--- src/rtl/divider.sv ---
// 18-bit restoring divider peripheral: dividend/divisor writes, quotient/remainder reads.
// Results are valid 18 edges after the divisor write (DONE rises); a new divisor write restarts at once.
module divider (
  input  logic        CLK,
  input  logic        RST_N,
  input  logic        CS,
  input  logic        WE,
  input  logic        SN,
  input  logic        AD,
  input  logic [17:0] DI,
  output logic [17:0] DO,
  output logic        DONE
);

  logic [17:0] dividend;
  logic [17:0] dvd_orig;
  logic [17:0] a_sh;
  logic [17:0] b_mag;
  logic [17:0] pr;
  logic [17:0] q_sh;
  logic [17:0] quo;
  logic [17:0] rem;
  logic        neg_q;
  logic        neg_r;
  logic        done;
  logic [4:0]  cnt;

  logic        wr_dvd;
  logic        wr_dvs;
  logic [17:0] dvd_mag;
  logic [17:0] dvs_mag;
  logic [18:0] pr_sh;
  logic        ge;
  logic [17:0] diff;
  logic [17:0] pr_nx;
  logic [17:0] q_nx;
  logic [17:0] quo_fin;
  logic [17:0] rem_fin;

  assign wr_dvd = CS & WE & ~AD;
  assign wr_dvs = CS & WE & AD;

  // Magnitudes for signed mode; -131072 negates to itself, which reads as 0x20000 unsigned.
  assign dvd_mag = (SN & dividend[17]) ? -dividend : dividend;
  assign dvs_mag = (SN & DI[17])       ? -DI       : DI;

  // Only the low 18 bits of the difference matter: it is used only when pr_sh >= b_mag.
  always_comb begin
    pr_sh   = {pr, a_sh[17]};
    ge      = (pr_sh >= {1'b0, b_mag});
    diff    = pr_sh[17:0] - b_mag;
    pr_nx   = ge ? diff : pr_sh[17:0];
    q_nx    = {q_sh[16:0], ge};
    quo_fin = neg_q ? -q_nx : q_nx;
    rem_fin = neg_r ? -pr_nx : pr_nx;
    if (b_mag == 18'd0) begin
      quo_fin = 18'h3FFFF;
      rem_fin = dvd_orig;
    end
  end

  always_ff @(posedge CLK or negedge RST_N) begin
    if (!RST_N) begin
      dividend <= '0;
      dvd_orig <= '0;
      a_sh     <= '0;
      b_mag    <= '0;
      pr       <= '0;
      q_sh     <= '0;
      quo      <= '0;
      rem      <= '0;
      neg_q    <= 1'b0;
      neg_r    <= 1'b0;
      cnt      <= '0;
      done     <= 1'b1;
    end else begin
      if (wr_dvd) dividend <= DI;
      // A divisor write wins over an in-flight iteration, including the completion edge.
      if (wr_dvs) begin
        a_sh     <= dvd_mag;
        b_mag    <= dvs_mag;
        dvd_orig <= dividend;
        neg_q    <= SN & (dividend[17] ^ DI[17]);
        neg_r    <= SN & dividend[17];
        pr       <= '0;
        q_sh     <= '0;
        cnt      <= 5'd18;
        done     <= 1'b0;
      end else if (!done) begin
        a_sh <= a_sh << 1;
        pr   <= pr_nx;
        q_sh <= q_nx;
        cnt  <= cnt - 5'd1;
        if (cnt == 5'd1) begin
          quo  <= quo_fin;
          rem  <= rem_fin;
          done <= 1'b1;
        end
      end
    end
  end

  assign DO   = AD ? rem : quo;
  assign DONE = done;

endmodule

--- config.mk ---
export PLATFORM = sky130hd
export DESIGN_NAME = divider
export DESIGN_NICKNAME = d
export VERILOG_FILES = /design/src/rtl/divider.sv
export SDC_FILE = /design/constraint.sdc
export NUM_CORES = 1
export LEC_CHECK = 0
export ABC_AREA = 0
export ABC_CLOCK_PERIOD_IN_PS = 4660
export CORE_ASPECT_RATIO = 0.75
export CORE_MARGIN = 10
export CORE_UTILIZATION = 61
export DETAILED_ROUTE_END_ITERATION = 16
export PLACE_DENSITY = 0.88
export SLEW_MARGIN = 20
export SYNTH_ARGS = -nofsm -noshare
export SYNTH_HDL_FRONTEND = slang
export SYNTH_SLANG_ARGS = --single-unit
--- constraint.sdc ---
create_clock -name CLK -period 4.66 [get_ports CLK]
set_input_delay 1.398 -clock CLK [delete_from_list [all_inputs] [get_ports CLK]]
set_output_delay 1.398 -clock CLK [all_outputs]
set_load 0.05 [all_outputs]
==> results.toml <==
[run_status]
status = "finished, final reports clean"

[timing]
worstMarginPinSlew_ps = 1000
fmax_mhz = 241
relSlewSlack_pct = 33.2
rsz0062_at_grt = "no"
hold_slack_ps = 464
post-route-period-util_pct = 89.1
finClkSkew_ps = 7.33
setup_viol = 0
layout_min_cycle_time_ps = 4150
hold_violations = 0
fin_tns_setup_ps = 0
drv_slew = 0

[routing]
firstDrtPassIters = 5
wl_per_cell_um = 18.6
drc = 0
vias = 7672
drt_iter0_drc = 896
vias_per_cell = 6.13
antenna_left = 0
wirelength_um = 23300

[final_layout]
nets = 1087
final-instance-count-excl-fill = 1252
final.fill_count = 1027
drive_gt1_share_pct = 11.2
post-route-cell-area_sq_um = 10200
diodes = 0
area_growth_pct = 12.5

[worst_setup_path]
required_ps = 3260
crit_path_cell_trace = "clkdlybuf4s50_1 -> buf_4 -> mux2_2 -> buf_4"
endpoint_kind = "output port"
crit_top_cell = "buf_4"
cp_top_family = "buffers and inverters"
critPathKind = "input port to output port"
cp.arrival_ps = 2750
path_buf_inv = 3
critPathSlowestCell = "clkdlybuf4s50_1"
cp_max_fo = 21
cp-start-kind = "input port"
max_stage_delay_ps = 460

[synth]
ys_warn_count = 0
synth_most_common_cell = "dfrtp_1"
synthArstFlopShare_pct = 100
synth_cells = 1020
seq_area_frac_synth_pct = 41.7
syn_area_per_cell_sq_um = 8.90
synth_area_leaders = "dfrtp_1 (41%), nand2_1 (5.6%), mux2i_1 (5.3%)"
yosysUniqueCellTypes = 65
synthFlopType = "dfrtp_1"
netlist_area_sq_um = 9070
synth_nets = 1068
yosys_register_bits = 151
synth_top_area_share_pct = 41.4
yosysTopAreaCell = "dfrtp_1"
synth_edf_count = 0
synthTopCellsByCount = "dfrtp_1 (150), nand2_1 (136), nor2_1 (117)"

[cts]
cts_tree = "yes"
root_buffer = "clkbuf_16"
clk_latency_ps = 430
htreeDepth = 4
hold_buffers = 0
cts_made_buffers = 17
cts.repair.resized = 0
clock_sinks = 151
post_cts_buffers = 0
clk_pin_slew_ps = 60
cts.path.max_buffers = 2

[floorplanning]
num_rows = 38
die_y_um = 126
dieArea_sq_um = 20200
io_pins = 43
start_util_pct = 62.6
die_x_um = 161
coreArea_sq_um = 14500

[placed_design]
io_buffers = 42
dp_cells = 1220
dp_hpwl_um = 16000
dpl_cell_area_sq_um = 9610
globalplace.congestion = 0.917

[grt]
antenna_found_initial = 0
grt_util_all_layers_pct = 22.7
gr-total-overflow = 0
grt_pass1_wl_um = 37900
grt_pass1_vias = 7266
grt_max_degree = 99

[hold_path]
hold_class = "flip-flop to flip-flop"

[power_and_ir_drop]
peakVddDrop_mv = 0.369
p_leak_nw = 4.55
power_density_nw_per_um2 = 771

[flow_run]
maxCapViolations = 0
==> report_power, final <==
| part | total (mW) | switching [mW] | internal [mW] |
|---|---|---|---|
| Clock | 1.39 | 0.570 | 0.822 |
| Combinational | 4.20 | 2.55 | 1.64 |
| Sequential | 2.28 | 0.478 | 1.80 |
==> placed cells by master (no fill, tap or decap), types with 7 or more instances in the layout <==
master and instances:
xnor2_1 47, clkdlybuf4s50_1 23, a21o_1 8, nand2b_1 8
xor2_1 36, o21ai_1 13, nor2_1 117, a21oi_1 72
mux2i_1 48, mux2_2 35, nand2_1 136, a211oi_1 11
clkbuf_16 17, nand3b_1 7, nor4_1 12, buf_4 29
dfrtp_1 150, nand3_1 11, inv_1 37, o21ai_0 71
o31ai_1 13, nor3_1 13, and3_1 7, ha_1 23
==> worst register-to-register path: stages (launching register included) <==
cell	delay (ps)
dfrtp_1	410
inv_1	100
ha_1	230
fa_1	400
nand2b_1	210
a21oi_1	280
a221oi_1	220
a2111oi_0	480
o211ai_1	270
or3_4	450
o32ai_4	340
a41oi_1	190
xnor2_1	200
o21ai_1	80
==> area by class of cell <==
| type | instances | area [sq um] | share of cell area [%] |
|---|---|---|---|
| Inverter | 39 | 148 | 1.45 |
| Clock buffer | 19 | 453 | 4.44 |
| Sequential cell | 151 | 3780 | 37.1 |
| Multi-Input combinational cell | 776 | 4950 | 48.5 |
| Clock inverter | 13 | 145 | 1.42 |
| Timing Repair Buffer | 54 | 479 | 4.69 |
| Tap cell | 200 | 250 | 2.45 |
==> path summary, 6_finish.rpt <==
kind                                      start             endpoint  slack, ps  depth (start not counted)
min reg2reg                  quo[2]$_DFFE_PN0P_   quo[2]$_DFFE_PN0P_        460                          2
max                                          AD                DO[7]        510                          4
max in group asynchronous                 RST_N    pr[3]$_DFFE_PN0P_       2800                          2
max reg2reg                a_sh[17]$_DFFE_PN0P_  rem[17]$_DFFE_PN0P_        680                         13
min in group asynchronous                 RST_N   pr[12]$_DFFE_PN0P_       1040                          1
min                          quo[2]$_DFFE_PN0P_   quo[2]$_DFFE_PN0P_        460                          2
==> sequential cells by signal, summed over array words and instances, names as in the netlist <==
name	count
DONE	1
a_sh	18
b_mag	18
cnt	5
dividend	18
dvd_orig	18
neg_q	1
neg_r	1
pr	18
q_sh	17
quo	18
rem	18
==> kinds of logic (layout without fill, tap and decap cells) <==
family | count (synthesis) | in the layout | share of synthesized area, %
xor gates and xnor gates | 83 | 83 | 8.01
and+or+nand+nor | 351 | 351 | 17.3
buffers and inverters | 93 | 125 | 3.97
muxes | 85 | 85 | 10.0
AOI/OAI and AO/OA | 233 | 233 | 15.6
adders and majority gates | 24 | 24 | 3.39
DFF | 151 | 151 | 41.7
==> per-stage QoR <==
step	worst slack, ps	util, %	power [mW]
3_5_place_dp	517	66.3	6.34
6_report	508	70.4	7.87
2_1_floorplan	687	-	5.35
4_1_cts	515	70.4	7.81
3_3_place_gp	555	66.3	6.19
5_1_grt	470	70.4	8.40
==> metal layers <==
metal / track usage (%) / up-vias / share of wire [%]
li1: - / 3574 / -
met1: 32.0 / 3721 / 45
met2: 33.7 / 335 / 45
met3: 5.83 / 42 / 8.5
met4: 6.67 / 0 / 1.8
met5: 0 / - / 0
(Power assumes the default switching activity.)
==> patch 1 (same flow settings) <==
Reset style: synchronous (`RST_N`), changed in one clocked block.
--- a/src/rtl/divider.sv
+++ b/src/rtl/divider.sv
@@ -61,3 +61,3 @@
 
-  always_ff @(posedge CLK or negedge RST_N) begin
+  always_ff @(posedge CLK) begin
     if (!RST_N) begin
Check against the original RTL: differs if RST_N is asserted again (counterexample within 4 cycles, from zero or initial values and one cycle with RST_N low); with RST_N held inactive, the same outputs for 10 cycles.
==> patch 1 against the original RTL <==
Die area down 2.8%. Setup slack lost 200 ps. Critical path depth up 14. Routed wire length is 6.6% higher. First-iteration DRC count is 13% higher. Synthesized area shrank 3.3%. Design area down 3.2%. Via count increased by 12%. Global-route usage rose by 2.4 points. Sequential cell count unchanged. Cell count increased by 6.2%.
Power is not compared: it rests on default switching activity, and its combinational part moved more than twofold at a synthesized area within 25%.
==> patch 1: results (changes against the original RTL) <==
[critical_path]
cp.arrival_ps=4640  ; was 2750 ps
critPathMaxFanout=16  ; was 21
cp_slowest_stage_delay_ps=510  ; was 460 ps
worst-r2r-setup-slack_ps=310  ; was 680 ps
cp_top_family=compound AO/OA/AOI/OAI gates  ; was buffers and inverters
crit_slowest_cell=ha_1  ; was clkdlybuf4s50_1

[synthesis]
ys_warn_count=0  ; unchanged
synth_nets=1186  ; was 1068
async_flop_share_pct=0  ; was 100%
synthTopCellsByCount=163 x nand2_1, 151 x dfxtp_1, 111 x nor2_1, 110 x a21oi_1, 59 x clkbuf_1  ; was 150 x dfrtp_1, 136 x nand2_1, 117 x nor2_1, 72 x a21oi_1, 71 x o21ai_0
yosysSeqAreaShare_pct=34.4  ; was 41.7%
synthCells=1137  ; was 1020
synth.area.top_cells=dfxtp_1 34%, nand2_1 7.0%, a21oi_1 6.3%  ; was dfrtp_1 41%, nand2_1 5.6%, mux2i_1 5.3%
synth.distinct_cells=62  ; was 65

[detailed_routing]
routed_via_density=6.48  ; was 6.13
drtPass1Iterations=7  ; was 5
met1_length_um=10800  ; was 10500 um
top_layer=met4  ; unchanged
wl_met3_um=2690  ; was 1970 um
drtIter0Drc=1012  ; was 896
wl_met2_um=10700  ; was 10500 um
wl_um=24800  ; was 23300 um

[sta]
clock_skew_ps=12.1  ; was 7.33 ps
tightest_slew_ps=1030  ; was 1000 ps
timing.hold.ws_ps=457  ; was 464 ps

[clocking]
h-tree-depth=4  ; unchanged
insertion_delay_ps=440
cts_buffers=17  ; unchanged
cts_setup_buffers=0  ; unchanged
cts_buffer_depth=2  ; unchanged
cts_root_buf=clkbuf_16  ; unchanged
cts.repair.resized=0  ; unchanged
clk_pin_slew_ps=70

[global_routing]
grt_pass1_wl_um=40100  ; was 37900 um
grt_pass1_vias=7882  ; was 7266
grt_usage_pct=25.1  ; was 22.7%
grt_max_degree=80  ; was 99
antenna_found_initial=0  ; unchanged

[cells_and_area]
fin_cells=1329  ; was 1252
diodes=0  ; unchanged
nets=1190  ; was 1087
drive_above_1_share_pct=9.27  ; was 11.2%

[power_and_ir_drop]
intPower_mw=2.74
peakVddDrop_v=0.000294
p_leak_nw=3.87

[placed_design]
io_buffers=42  ; unchanged
gp_congestion=0.945  ; was 0.917
dp_hpwl_um=17100  ; was 16000 um

[worst_hold_path]
hold_class=reg2reg  ; unchanged

[status]
status=finished clean  ; unchanged

## patch 1: changes by cell type after synthesis, sizes merged, moves of 10 or more
| cell | change |
|---|---|
| a211oi | +23 |
| a21oi | +38 |
| a31oi | +16 |
| clkbuf | +17 |
| dfrtp | -150 |
| dfxtp | +151 |
| mux2 | -16 |
| nand2 | +27 |
| nand3 | +15 |
| nor2b | +10 |
| nor3 | +14 |
| o21ai | -27 |
| or3 | +13 |
| xnor2 | -14 |
## patch 1: layout make-up
type	instances	area, um^2
tap	175	219
clock inverter	12	163
fill	1028	4010
clock buffer	20	457
inverter	41	154
timing repair buffer	62	538
sequential	151	3030
multi-input combinational	868	5330
## patch 1: worst min-delay path, cell delays in order (launching register included)
cell,delay [ps]
dfxtp_1,310
nand2_1,50
a21oi_1,50
## patch 1: kinds of logic after synthesis
kind of cell / after synthesis / synth area share (%)
DFF: 151 / 34.4
buffers and inverters: 118 / 5.19
muxes: 63 / 7.47
xor gates and xnor gates: 62 / 6.18
AOI/OAI and AO/OA: 303 / 21.8
adders and majority gates: 25 / 3.65
and+or+nand+nor: 415 / 21.2
## patch 1: stage by stage
stage               util [%]  cell area, um^2  setup WS [ps]
floorplan                  -             8780            680
global placement        66.6             9250            493
detailed placement      66.6             9250            307
CTS                     71.1             9870            259
global route            71.2             9880           27.8
finish                  71.2             9880            311
## patch 1: final timing paths
kind / endpoint / depth (start not counted) / from
worst max-delay path: rem[14] / 18 / b_mag[8]
worst min-delay path: dvd_orig[10] / 2 / dvd_orig[10]
worst max register to register: rem[14] / 18 / b_mag[8]
worst min register to register: dvd_orig[10] / 2 / dvd_orig[10]
## patch 1: power by group through the flow
stage	sequential (mW)	clock, mW	combinational [mW]
6_report	1.37	1.46	1.47
5_1_grt	1.37	1.51	1.58
2_1_floorplan	1.38	0	1.07
4_1_cts	1.37	1.46	1.41
3_3_place_gp	1.39	0	1.36
3_5_place_dp	1.40	0	1.39
## patch 1: metal layers
layer | vias up | global-route usage, %
met1 | 4028 | 34.7
met5 | - | 0
li1 | 4047 | -
met4 | 0 | 8.26
met3 | 73 | 7.06
met2 | 467 | 37.1
==> patch 2 (same flow settings) <==
Without the edit above. Register the output `DO`, without a reset; this adds one clock of latency there. The other outputs are not delayed to match.
--- a/src/rtl/divider.sv
+++ b/src/rtl/divider.sv
@@ -102,3 +102,5 @@
 
-  assign DO   = AD ? rem : quo;
+  always_ff @(posedge CLK) begin
+    DO <= AD ? rem : quo;
+  end
   assign DONE = done;
Behaviour: no difference found for any inputs over 10 cycles, from zero or initial values and one cycle with RST_N low; that may be too few to reach the edited logic, so the function may still have changed.
==> patch 2 against the original RTL <==
Register-to-register slack worse by 80 ps. Power is 3.5% higher. Sequential cell count is 18 higher. Fmax rose by 2.4%. Design area grew 4.4%. Setup slack improved by 96 ps. Routed wire length is 7.4% higher. Critical path depth is 10 higher. Synthesized cell count increased by 2.6%. Combinational power shrank 3%. Synthesized area grew 4.0%. Die area rose by 3.4%. Critical path type is now reg2reg.
==> patch 2: results (changes against the original RTL) <==
[status]
status=finished clean  ; unchanged

[detailed_routing]
drtIter0Drc=885  ; was 896
wire_per_inst_um=19.5  ; was 18.6 um
routed_via_density=6.20  ; was 6.13
met1_length_um=10900  ; was 10500 um
num_vias=7957  ; was 7672
wl_met2_um=11200  ; was 10500 um
wl_met3_um=2450  ; was 1970 um

[global_routing]
grt_usage_pct=24.0  ; was 22.7%
grtUsageMet2_pct=36.3  ; was 33.7%
grt_max_degree=94  ; was 99
antenna_found_initial=1  ; was 0
grt_pass1_vias=7646  ; was 7266
grt_use_met1_pct=32.6  ; was 32.0%
grt_pass1_wl_um=40000  ; was 37900 um
met3_usage_pct=6.96  ; was 5.83%

[placed_design]
gp_congestion=0.976  ; was 0.917
placed_area_um2=10000  ; was 9610 um^2
dp_hpwl_um=17400  ; was 16000 um
place_ws_ps=678  ; was 517 ps
dp.cells=1252  ; was 1220

[power_and_ir_drop]
p_comb_share_pct=50.1  ; was 53.3%
power.total_mw=8.15  ; was 7.87 mW
peakVddDrop_v=0.000462  ; was 0.000369 V
intPower_mw=4.55  ; was 4.27 mW
p_leak_nw=4.71  ; was 4.55 nW
power_sequential_mw=2.54  ; was 2.28 mW

[synthesis]
synthMuxAreaShare_pct=9.76  ; was 10.0%
synth.area.top_cells=dfrtp_1 40%, nand2_1 6.0%, mux2i_1 5.3%  ; was dfrtp_1 41%, nand2_1 5.6%, mux2i_1 5.3%
synth_xor_area_share_pct=6.68  ; was 8.01%
yosys.area_share.adder_pct=3.26  ; was 3.39%
synthTopCellsByCount=150 x dfrtp_1, 150 x nand2_1, 113 x nor2_1, 87 x o21ai_0, 68 x a21oi_1  ; was 150 x dfrtp_1, 136 x nand2_1, 117 x nor2_1, 72 x a21oi_1, 71 x o21ai_0
synthCells=1047  ; was 1020
yosysSeqAreaShare_pct=43.9  ; was 41.7%
async_flop_share_pct=89.3  ; was 100%
synth.distinct_cells=68  ; was 65
synth-compound-area-share_pct=14.7  ; was 15.6%

[cells_and_area]
fill_cells=1112  ; was 1027
drive_above_1_share_pct=9.64  ; was 11.2%
nets=1114  ; was 1087

[sta]
clock_skew_ps=9.48  ; was 7.33 ps

[critical_path]
cp_top_family=compound AO/OA/AOI/OAI gates  ; was buffers and inverters
critPathMaxFanout=21  ; unchanged

## patch 2: final timing paths
kind / slack (ps) / start / to / depth (start not counted)
max in group asynchronous: 2800 / RST_N / pr[6] / 2
worst max-delay path: 600 / pr[5] / quo[16] / 14
worst min-delay path: 480 / dvd_orig[11] / dvd_orig[11] / 2
worst min register to register: 480 / dvd_orig[11] / dvd_orig[11] / 2
min in group asynchronous: 1040 / RST_N / pr[8] / 1
worst max register to register: 600 / pr[5] / quo[16] / 14
## patch 2: final cells by class
type / count / area (um^2) / share of cell area [%]
multi-input cells: 788 / 4960 / 46.5
inverters: 36 / 135 / 1.27
clock inverters: 13 / 191 / 1.80
clock buffers: 19 / 453 / 4.25
repair buffers: 54 / 524 / 4.92
well taps: 205 / 256 / 2.41
flip-flops and latches: 169 / 4140 / 38.8
## patch 2: worst min-delay path: stages (launching register included)
cell	delay, ps
dfrtp_1	340
nand2_1	50
nand2_1	50
